**src/rtl/dense_layer_mac.sv**
```systemverilog
// Sequential MAC engine for one fully-connected layer: bias + sum(in*w),
// arithmetic-shift requantization, optional ReLU, saturation to OUT_WIDTH.
module dense_layer_mac #(
  parameter int unsigned IN_WIDTH  = 8,
  parameter int unsigned W_WIDTH   = 8,
  parameter int unsigned ACC_WIDTH = 32,
  parameter int unsigned OUT_WIDTH = 8,
  parameter int unsigned NUM_IN    = 16,
  parameter int unsigned NUM_OUT   = 8,
  parameter int unsigned SHIFT     = 4,
  parameter int unsigned RELU_EN   = 1
) (
  input  logic                                        clk,
  input  logic                                        rst,
  input  logic                                        start,
  input  logic [NUM_IN*IN_WIDTH-1:0]                  in_vec,
  output logic                                        busy,
  input  logic                                        w_valid,
  output logic                                        w_ready,
  input  logic [W_WIDTH-1:0]                          w_data,
  input  logic [ACC_WIDTH-1:0]                        b_data,
  output logic                                        out_valid,
  input  logic                                        out_ready,
  output logic [OUT_WIDTH-1:0]                        out_data,
  output logic [((NUM_OUT > 1) ? $clog2(NUM_OUT) : 1)-1:0] out_idx,
  output logic                                        out_last,
  output logic                                        done
);

  localparam int unsigned K_W = (NUM_IN > 1) ? $clog2(NUM_IN) : 1;
  localparam int unsigned N_W = (NUM_OUT > 1) ? $clog2(NUM_OUT) : 1;
  localparam int unsigned P_W = IN_WIDTH + W_WIDTH;
  localparam logic [K_W-1:0] K_LAST = K_W'(NUM_IN - 1);
  localparam logic [N_W-1:0] N_LAST = N_W'(NUM_OUT - 1);
  localparam logic signed [ACC_WIDTH-1:0] OUT_MAX = ACC_WIDTH'((64'sd1 <<< (OUT_WIDTH - 1)) - 64'sd1);
  localparam logic signed [ACC_WIDTH-1:0] OUT_MIN = ~OUT_MAX;

  typedef enum logic [2:0] {S_IDLE, S_MAC, S_RES, S_OUT, S_DONE} state_t;

  state_t                       state_q, state_d;
  logic [NUM_IN*IN_WIDTH-1:0]   in_q, in_d;
  logic [K_W-1:0]               k_q, k_d;
  logic [N_W-1:0]               n_q, n_d;
  logic signed [ACC_WIDTH-1:0]  acc_q, acc_d;
  logic [OUT_WIDTH-1:0]         out_data_q, out_data_d;
  logic [N_W-1:0]               out_idx_q, out_idx_d;
  logic                         out_last_q, out_last_d;
  logic                         busy_q, busy_d;
  logic                         w_ready_q, w_ready_d;
  logic                         out_valid_q, out_valid_d;
  logic                         done_q, done_d;

  logic signed [IN_WIDTH-1:0]   in_k;
  logic signed [W_WIDTH-1:0]    w_s;
  logic signed [P_W-1:0]        prod;
  logic signed [ACC_WIDTH-1:0]  acc_sum;
  logic signed [ACC_WIDTH-1:0]  res;

  always_comb begin
    state_d    = state_q;
    in_d       = in_q;
    k_d        = k_q;
    n_d        = n_q;
    acc_d      = acc_q;
    out_data_d = out_data_q;
    out_idx_d  = out_idx_q;
    out_last_d = out_last_q;

    // Full-width signed product, sign-extended into the wrapping accumulator
    in_k    = in_q[int'(k_q)*IN_WIDTH +: IN_WIDTH];
    w_s     = w_data;
    prod    = P_W'(in_k) * P_W'(w_s);
    acc_sum = ((k_q == '0) ? $signed(b_data) : acc_q) + ACC_WIDTH'(prod);

    // Requantize: floor shift, optional ReLU, then clamp to output range
    res = acc_q >>> SHIFT;
    if ((RELU_EN != 0) && (res < 0)) res = '0;
    if (res > OUT_MAX)      res = OUT_MAX;
    else if (res < OUT_MIN) res = OUT_MIN;

    case (state_q)
      S_IDLE: begin
        if (start) begin
          in_d    = in_vec;
          n_d     = '0;
          k_d     = '0;
          state_d = S_MAC;
        end
      end
      S_MAC: begin
        if (w_valid) begin
          acc_d = acc_sum;
          if (k_q == K_LAST) state_d = S_RES;
          else               k_d = k_q + K_W'(1);
        end
      end
      S_RES: begin
        out_data_d = OUT_WIDTH'(res);
        out_idx_d  = n_q;
        out_last_d = (n_q == N_LAST);
        state_d    = S_OUT;
      end
      S_OUT: begin
        if (out_ready) begin
          if (n_q == N_LAST) begin
            state_d = S_DONE;
          end else begin
            n_d     = n_q + N_W'(1);
            k_d     = '0;
            state_d = S_MAC;
          end
        end
      end
      S_DONE:  state_d = S_IDLE;
      default: state_d = S_IDLE;
    endcase

    // Status outputs are registered from the next state
    busy_d      = (state_d != S_IDLE);
    w_ready_d   = (state_d == S_MAC);
    out_valid_d = (state_d == S_OUT);
    done_d      = (state_d == S_DONE);
  end

  always_ff @(posedge clk or posedge rst) begin
    if (rst) begin
      state_q     <= S_IDLE;
      in_q        <= '0;
      k_q         <= '0;
      n_q         <= '0;
      acc_q       <= '0;
      out_data_q  <= '0;
      out_idx_q   <= '0;
      out_last_q  <= 1'b0;
      busy_q      <= 1'b0;
      w_ready_q   <= 1'b0;
      out_valid_q <= 1'b0;
      done_q      <= 1'b0;
    end else begin
      state_q     <= state_d;
      in_q        <= in_d;
      k_q         <= k_d;
      n_q         <= n_d;
      acc_q       <= acc_d;
      out_data_q  <= out_data_d;
      out_idx_q   <= out_idx_d;
      out_last_q  <= out_last_d;
      busy_q      <= busy_d;
      w_ready_q   <= w_ready_d;
      out_valid_q <= out_valid_d;
      done_q      <= done_d;
    end
  end

  assign busy      = busy_q;
  assign w_ready   = w_ready_q;
  assign out_valid = out_valid_q;
  assign out_data  = out_data_q;
  assign out_idx   = out_idx_q;
  assign out_last  = out_last_q;
  assign done      = done_q;

endmodule

```
**config.mk**
```make
export PLATFORM = sky130hd
export DESIGN_NAME = dense_layer_mac
export DESIGN_NICKNAME = d
export VERILOG_FILES = /design/src/rtl/dense_layer_mac.sv
export SDC_FILE = /design/constraint.sdc
export NUM_CORES = 1
export LEC_CHECK = 0
export BUFFER_PORTS_ARGS = -buffer_cell sky130_fd_sc_hd__buf_2
export CORE_ASPECT_RATIO = 0.6
export CORE_UTILIZATION = 35
export DETAILED_ROUTE_END_ITERATION = 12
export GPL_ROUTABILITY_DRIVEN = 0
export GPL_TIMING_DRIVEN = 0
export PLACE_DENSITY = 0.56
export SETUP_SLACK_MARGIN = 0.3
export SLEW_MARGIN = 10
export SYNTH_ARGS = -nofsm -noshare
export SYNTH_HDL_FRONTEND = slang
export SYNTH_SLANG_ARGS = --single-unit
```
**constraint.sdc**
```tcl
create_clock -name clk -period 18.5 [get_ports clk]
set_clock_uncertainty 0.05 [all_clocks]
set_input_delay 3.7 -clock clk [delete_from_list [all_inputs] [get_ports clk]]
set_output_delay 3.7 -clock clk [all_outputs]
set_load 0.05 [all_outputs]
```
==> results of run 1 <==
## worst max-delay path: stages
cell and delay [ns]:
buf_2 0.18, and2_1 0.19, inv_1 0.06, fa_1 0.60
fa_1 1.03, inv_1 0.52, fa_1 0.59, fa_1 0.50
ha_1 0.30, ha_1 0.41, a2111oi_4 0.44, or4b_1 0.56
o211ai_2 0.24, a21oi_2 0.11, o211ai_1 0.25, a21oi_1 0.11
o31ai_2 0.23
## cells in the mapped netlist (12+ instances only)
cell	number	area [µm²]
mux4_2	40	901
ha_1	74	926
xnor2_1	17	149
nand2_1	79	297
dfrtp_1	186	4650
o31ai_1	12	90.1
mux2i_1	31	310
clkbuf_1	20	75.1
fa_1	136	2720
nor2_1	32	120
and2_1	39	244
a21oi_1	19	95.1
inv_1	147	552
buf_2	14	70.1
o21ai_0	37	185
mux2_2	133	1500
## sequential cells by signal, summed over array words and instances (netlist names)
| register | cells |
|---|---|
| k_q | 4 |
| acc_q | 32 |
| out_idx | 3 |
| busy | 1 |
| out_data | 8 |
| out_last | 1 |
| done | 1 |
| out_valid | 1 |
| w_ready | 1 |
| state_q | 3 |
| in_q | 128 |
| n_q | 3 |
## worst max path at each step
stage / startpoint / endpoint / slack [ns]
final: w_data[3] / acc_q[30] / 8.77
after global placement: rst / in_q[25] / 7.38
after detailed placement: w_data[3] / acc_q[30] / 8.31
after CTS: w_data[3] / acc_q[30] / 8.78
after global routing: w_data[3] / acc_q[25] / 8.42
after floorplan: w_data[0] / acc_q[22] / 9.22
## layer usage
| metal | global-route usage [%] | vias to the layer above | wire [µm] |
|---|---|---|---|
| met4 | 3.94 | 8 | 552 |
| met1 | 30.3 | 4807 | 19100 |
| li1 | - | 4303 | - |
| met3 | 4.87 | 36 | 1980 |
| met5 | 0 | - | 51 |
| met2 | 27.2 | 210 | 15000 |
## area by class of cell
type	count	area (µm²)	share of cell area [%]
Clock buffer	20	447	2.78
Sequential cell	186	4650	29.0
Timing Repair Buffer	189	991	6.17
Buffer	41	171	1.07
Tap cell	513	642	4.00
Antenna cell	5	12.5	0.0779
Multi-Input combinational cell	766	8420	52.4
Inverter	148	563	3.51
Clock inverter	10	155	0.966
## cell families after synthesis
group,count (synthesis),share of synthesized area [%]
simple gates,205,7.25
compound gates,121,6.06
xor+xnor,26,1.65
flops,186,33.7
mux,204,19.6
buf+inv,189,5.27
fa+ha+maj,210,26.4
## per-stage QoR
| stage | utilization, % | hold slack (ns) |
|---|---|---|
| after floorplan | - | 0.392 |
| after global placement | 40.2 | 0.406 |
| after detailed placement | 40.4 | 0.415 |
| after CTS | 41.9 | 0.431 |
| after global routing | 42.0 | 0.454 |
| final | 42.0 | 0.428 |
==> results.sh, run 1 <==
export IMPL_post_route_min_period_ns=9.73
export IMPL_rows=55
export IMPL_final_layout_size_suffix_gt1_share_pct=31.0
export IMPL_cts_sinks=186
export IMPL_initial_core_util_pct=36.1
export IMPL_status="complete, no violations"
export IMPL_path_max_fanout=10
export IMPL_core_um2=38300
export IMPL_setup_viol=0
export IMPL_final_cell_area_um2=16100
export IMPL_synthArstFlopShare_pct=100
export IMPL_overflow=0
export IMPL_path_clk_slew_ns=0.07
export IMPL_drv_cap=0
export IMPL_antenna_found_initial=13
export IMPL_cts_root_buf="clkbuf_16"
export IMPL_r2r_start="k_q[0]"
export IMPL_crit_arrival_ns=10.04
export IMPL_min_from="out_idx[1]"
export IMPL_drv_slew=0
export IMPL_tightest_slew_ns=0.992
export IMPL_ys_types=55
export IMPL_r2r_end="acc_q[30]"
export IMPL_fin_cells=1878
export IMPL_wl_per_cell_um=19.5
export IMPL_finalCritPeriodShare_pct=52.6
export IMPL_die_height_um=156
export IMPL_max_freq_mhz=103
export IMPL_netlist_instances=1141
export IMPL_synth_yosys_seq_area_share_pct=33.7
export IMPL_track_usage_pct=19.6
export IMPL_rrSetupSlack_ns=10.27
export IMPL_totalWireLength_mm=36.6
export IMPL_critPathLaunchType="input pin"
export IMPL_io_buffers=187
export IMPL_critPathKind="in -> reg"
export IMPL_synthFlopType="dfrtp_1"
export IMPL_hold_viol_final=0
export IMPL_cts_tree="yes"
export IMPL_critical_path_required_ns=18.81
export IMPL_vias=9364
export IMPL_die_area_um2=40300
export IMPL_rsz0062_at_grt="false"
export IMPL_holdPathStages=2
export IMPL_setup_ws_ns=8.77
export IMPL_synth_edff_count=0
export IMPL_synthesis_area_um2=13800
export IMPL_syn_num_nets=1524
export IMPL_holdPathEnd="out_idx[1]"
export IMPL_mostFrequentLayoutCell="buf_2"
export IMPL_cts_made_buffers=17
export IMPL_dp_cells=1843
export IMPL_avgSynthCellArea_um2=12.1
export IMPL_grt_pass1_wl_mm=58.9
export IMPL_crit_path_end_kind="register"
export IMPL_die_x_um=258
export IMPL_firstDrtPassIters=5
export IMPL_nets=1732
export IMPL_most_common_layout_cells="buf_2 (201), dfrtp_1 (186), inv_1 (144)"
export IMPL_relSlewSlack_pct=33.8
export IMPL_drc=0
export IMPL_synth_seq_cells=186
export IMPL_grt_max_degree=110
export IMPL_hold_class="reg -> reg"
export IMPL_grt_pass1_vias=9856
export IMPL_cts_resized=0
export IMPL_rr_worst_depth=19
export IMPL_postCtsSetupRepairBufs=0
export IMPL_clk_latency_ns=0.45
export IMPL_dp_hpwl_mm=29.7
export IMPL_ant_nets=0
export IMPL_io_pin_count=189
export IMPL_ys_warn_count=0
export IMPL_place_ws_ns=8.31
export IMPL_hold_buffers=0
export IMPL_place_area_um2=15400
export IMPL_syn_to_final_growth_pct=16.3
export IMPL_finalSetupTns_ns=0
export IMPL_htreeDepth=4
export IMPL_drt_initial_drc_count=577
export IMPL_cts_buffer_depth=2
export IMPL_routed_via_density=4.99
export IMPL_fillers=3712
Power of run 1 is left out: the tool's default activity adds up to more than one toggle a clock period on the data nets, which glitch-free logic cannot reach.
==> run 2, diff against run 1 <==
--- a/config.mk
+++ b/config.mk
@@ -11,7 +11,7 @@
 export DETAILED_ROUTE_END_ITERATION = 12
 export GPL_ROUTABILITY_DRIVEN = 0
 export GPL_TIMING_DRIVEN = 0
-export PLACE_DENSITY = 0.56
+export PLACE_DENSITY = 0.58
 export SETUP_SLACK_MARGIN = 0.3
 export SLEW_MARGIN = 10
 export SYNTH_ARGS = -nofsm -noshare
==> constraint.sdc (replaced) <==
create_clock -name clk -period 7.8 [get_ports clk]
set_clock_uncertainty 0.05 [all_clocks]
set_input_delay 1.56 -clock clk [delete_from_list [all_inputs] [get_ports clk]]
set_output_delay 1.56 -clock clk [all_outputs]
set_load 0.05 [all_outputs]
==> results.sh, run 2 (synthesized netlist as in run 1, its figures left out) <==
export IMPL_grt_pass1_wl_mm=58.2
export IMPL_fin_util_pct=42.7
export IMPL_most_common_layout_cells="buf_2 (198), dfrtp_1 (186), inv_1 (141)"
export IMPL_rsz0062_at_grt="false"
export IMPL_dp_hpwl_mm=30.0
export IMPL_vias=9589
export IMPL_drt_initial_drc_count=471
export IMPL_path_clk_slew_ns=0.08
export IMPL_path_max_fanout=10
export IMPL_grt_max_degree=104
export IMPL_core_um2=38300
export IMPL_initial_core_util_pct=36.1
export IMPL_ant_nets=0
export IMPL_firstDrtPassIters=5
export IMPL_io_pin_count=189
export IMPL_slowest_stage="mux4_2"
export IMPL_mostFrequentLayoutCell="buf_2"
export IMPL_cp_common_cell="fa_1"
export IMPL_nets=1751
export IMPL_drv_cap=0
export IMPL_htreeDepth=4
export IMPL_cts_tree="yes"
export IMPL_hold_viol_final=0
export IMPL_rows=55
export IMPL_crit_path_end_kind="register"
export IMPL_overflow=0
export IMPL_cts_made_buffers=17
export IMPL_cts_buffer_depth=2
export IMPL_clk_latency_ns=0.46
export IMPL_wl_per_cell_um=19.5
export IMPL_largest_register_ffs=128
export IMPL_crit_arrival_ns=7.47
export IMPL_die_area_um2=40300
export IMPL_path_cells="buf_6, buf_6, mux4_2, mux4_2, and2_1, fa_1, inv_1, fa_1, inv_1, fa_1, fa_1, fa_1, ha_1, o21a_1, o31a_1, a21oi_4, a21oi_2, o31a_1, o21a_1, o21a_1, o21a_1, o31ai_1"
export IMPL_regMostFlops="in_q"
export IMPL_worst_path_buf_inv=4
export IMPL_crit_path_max_incr_delay_ns=0.60
export IMPL_drc=0
export IMPL_syn_to_final_growth_pct=18.5
export IMPL_io_buffers=187
export IMPL_setup_viol=0
export IMPL_cts_root_buf="clkbuf_16"
export IMPL_critical_path_top_delay_family="adder cells"
export IMPL_fillers=3676
export IMPL_status="complete, no violations"
export IMPL_max_freq_mhz=139
export IMPL_post_route_min_period_ns=7.17
export IMPL_die_height_um=156
export IMPL_totalWireLength_mm=37.1
export IMPL_track_usage_pct=19.4
export IMPL_tightest_slew_ns=0.747
export IMPL_cts_sinks=186
export IMPL_antenna_found_initial=14
export IMPL_hold_class="reg -> reg"
export IMPL_finalCritPeriodShare_pct=92.0
export IMPL_routed_via_density=5.05
export IMPL_critPathKind="reg -> reg"
export IMPL_relSlewSlack_pct=50.2
export IMPL_die_x_um=258
export IMPL_critPathLaunchType="register"
export IMPL_critical_path_required_ns=8.10
export IMPL_hold_buffers=0
export IMPL_grt_pass1_vias=9876
export IMPL_drv_slew=0
export IMPL_final_layout_size_suffix_gt1_share_pct=33.2
[run 2: changes by cell type in the layout (fill, tap and decap cells not counted), sizes merged]
cell | before | now
clkinvlp | 1 | 4
inv | 153 | 148
diode | 5 | 6
clkinv | 1 | 9
buf | 210 | 228
clkbuf | 40 | 38
bufinv | 3 | 2
[run 2: layout make-up]
cell class	count	area, µm²	area share [%]
multi-input cells	766	8440	51.6
flip-flops and latches	186	4650	28.5
plain buffers	41	221	1.35
clock buffers	17	425	2.60
clock inverters	15	206	1.26
diodes	6	15.0	0.0918
repair buffers	208	1160	7.09
well taps	513	642	3.93
inverters	148	584	3.57
[run 2: path summary, 6_finish.rpt]
check,from,end,slack [ns],depth (start not counted)
max,k_q[0],acc_q[22],0.63,22
min,out_data[0],out_data[0],0.43,2
max reg2reg,k_q[0],acc_q[22],0.63,22
min reg2reg,out_data[0],out_data[0],0.43,2
max in group asynchronous,rst,in_q[2],5.58,3
min in group asynchronous,rst,in_q[124],1.20,2
[run 2: timing repair]
item,4_1_cts,5_1_grt
gates resized for setup,23,21
endpoints found under the setup margin,13,11
setup buffers,5,14
pin swaps,1,3
[run 2: metal layers]
layer | GRT usage, % | wire length (µm)
met1 | 29.5 | 18400
met2 | 26.8 | 15500
met3 | 4.91 | 2400
met4 | 5.55 | 834
met5 | 0 | 51
[run 2: worst reg2reg max path, stage by stage (launching register included)]
cell	delay, ns
dfrtp_1	0.36
buf_6	0.20
buf_6	0.20
mux4_2	0.60
mux4_2	0.60
and2_1	0.22
fa_1	0.51
inv_1	0.06
fa_1	0.55
inv_1	0.06
fa_1	0.51
fa_1	0.46
fa_1	0.50
ha_1	0.37
o21a_1	0.21
o31a_1	0.16
a21oi_4	0.21
a21oi_2	0.13
o31a_1	0.31
o21a_1	0.19
o21a_1	0.18
o21a_1	0.16
o31ai_1	0.25
[run 2: metrics by stage]
stage	hold slack, ns	setup slack [ns]	TNS [ns]	instance area [µm²]	std cells
floorplan	0.392	0.574	0	13800	1141
CTS	0.433	0.337	0	16200	1880
global route	0.451	0.268	0	16300	1899
global placement	0.408	-1.15	-214.08	15400	1841
finish	0.432	0.625	0	16400	1900
detailed placement	0.415	-0.341	-1.31	15400	1843
Power of run 2 is left out for the same reason.
==> run 3, diff against run 2 <==
--- a/config.mk
+++ b/config.mk
@@ -6,7 +6,6 @@
 export NUM_CORES = 1
 export LEC_CHECK = 0
 export BUFFER_PORTS_ARGS = -buffer_cell sky130_fd_sc_hd__buf_2
-export CORE_ASPECT_RATIO = 0.6
 export CORE_UTILIZATION = 35
 export DETAILED_ROUTE_END_ITERATION = 12
 export GPL_ROUTABILITY_DRIVEN = 0
==> results.sh, run 3 (synthesized netlist as in run 1, its figures left out) <==
export IMPL_antenna_found_initial=21
export IMPL_firstDrtPassIters=5
export IMPL_crit_path_end_kind="register"
export IMPL_tightest_slew_ns=0.775
export IMPL_crit_arrival_ns=7.46
export IMPL_hold_buffers=0
export IMPL_cts_root_buf="clkbuf_16"
export IMPL_initial_core_util_pct=35.6
export IMPL_cts_tree="yes"
export IMPL_ant_nets=0
export IMPL_rows=72
export IMPL_hold_viol_final=0
export IMPL_post_route_min_period_ns=7.20
export IMPL_track_usage_pct=18.5
export IMPL_dp_hpwl_mm=28.3
export IMPL_rsz0062_at_grt="false"
export IMPL_totalWireLength_mm=35.1
export IMPL_syn_to_final_growth_pct=17.8
export IMPL_final_cell_area_um2=16300
export IMPL_core_um2=38700
export IMPL_critPathLaunchType="register"
export IMPL_path_max_fanout=10
export IMPL_clk_latency_ns=0.44
export IMPL_cts_buffer_depth=2
export IMPL_r2r_end="acc_q[25]"
export IMPL_regMostFlops="in_q"
export IMPL_grt_pass1_vias=10100
export IMPL_hold_class="reg -> reg"
export IMPL_cts_made_buffers=17
export IMPL_die_x_um=201
export IMPL_relSlewSlack_pct=47.6
export IMPL_path_clk_slew_ns=0.07
export IMPL_io_buffers=187
export IMPL_setup_viol=0
export IMPL_drv_cap=0
export IMPL_final_layout_size_suffix_gt1_share_pct=32.8
export IMPL_finalCritPeriodShare_pct=92.3
export IMPL_grt_max_degree=103
export IMPL_min_from="acc_q[0]"
export IMPL_drv_slew=0
export IMPL_critical_path_required_ns=8.06
export IMPL_die_height_um=201
export IMPL_critPathKind="reg -> reg"
export IMPL_routed_via_density=4.92
export IMPL_die_area_um2=40200
export IMPL_r2r_start="k_q[1]"
export IMPL_wl_per_cell_um=18.5
export IMPL_vias=9356
export IMPL_rrSetupSlack_ns=0.60
export IMPL_grt_pass1_wl_mm=57.0
export IMPL_holdPathEnd="acc_q[0]"
export IMPL_nets=1743
export IMPL_drt_initial_drc_count=462
export IMPL_mostFrequentLayoutCell="buf_2"
export IMPL_largest_register_ffs=128
export IMPL_multiInputGateArea_um2=8430
export IMPL_holdPathStages=2
export IMPL_io_pin_count=189
export IMPL_status="complete, no violations"
export IMPL_rr_worst_depth=22
export IMPL_cts_sinks=186
export IMPL_htreeDepth=4
export IMPL_overflow=0
export IMPL_area_sequential_um2=4650
export IMPL_place_area_um2=15400
export IMPL_drc=0
export IMPL_max_freq_mhz=139
export IMPL_fillers=3772
export IMPL_most_common_layout_cells="buf_2 (199), dfrtp_1 (186), inv_1 (141)"
[run 3: layer usage]
| layer | global-route usage [%] | vias up | share of wire (%) |
|---|---|---|---|
| met5 | 0 | - | 0.30 |
| met4 | 4.53 | 18 | 1.5 |
| met3 | 5.28 | 48 | 6.0 |
| met2 | 29.9 | 212 | 48 |
| met1 | 24.4 | 4774 | 44 |
| li1 | - | 4304 | - |
[run 3: how the worst max path moves through the flow]
stage,to,slack (ns),depth (start not counted),start
final,acc_q[25],0.60,22,k_q[1]
after detailed placement,acc_q[25],-0.27,26,k_q[1]
after floorplan,acc_q[22],0.57,21,k_q[0]
after global placement,acc_q[20],-1.33,2,rst
after global routing,acc_q[31],0.31,24,k_q[0]
after CTS,acc_q[25],0.30,22,k_q[0]
[run 3: through the flow]
step / setup TNS, ns / hold slack, ns / worst slack, ns / cells / util, %
final: 0 / 0.426 / 0.597 / 1902 / 42.0
after global routing: 0 / 0.450 / 0.315 / 1898 / 42.0
after CTS: 0 / 0.425 / 0.305 / 1882 / 41.7
after detailed placement: -1.12 / 0.409 / -0.270 / 1848 / 39.9
after global placement: -246.72 / 0.408 / -1.33 / 1846 / 39.7
after floorplan: 0 / 0.392 / 0.574 / 1141 / -
[run 3: timing repair]
item	in CTS	in global routing
pin swaps	1	1
resized for setup	19	12
endpoints found under the setup margin	16	9
setup buffers	2	9
[run 3: cell type report]
cell class / instances / share of cell area [%]
multi-input cells: 766 / 51.9
plain buffers: 41 / 1.26
well taps: 518 / 3.98
clock inverters: 14 / 1.24
repair buffers: 200 / 6.60
inverters: 148 / 3.58
diodes: 11 / 0.169
flip-flops and latches: 186 / 28.6
clock buffers: 18 / 2.70
[run 3: worst max-delay path, cell delays in order (launching register included)]
cell and delay [ns]:
dfrtp_1 0.36, clkbuf_2 0.26, clkbuf_2 0.40, mux4_2 0.42
mux4_2 0.60, and2_1 0.22, fa_1 0.49, inv_1 0.05
fa_1 0.54, inv_1 0.05, fa_1 0.50, fa_1 0.46
fa_1 0.49, ha_1 0.36, o211ai_1 0.13, o211a_1 0.24
nor3_1 0.06, nor2_1 0.25, a21boi_1 0.18, a221o_1 0.39
a21o_1 0.19, a211oi_1 0.25, o31ai_1 0.10
Power of run 3 is left out for the same reason.
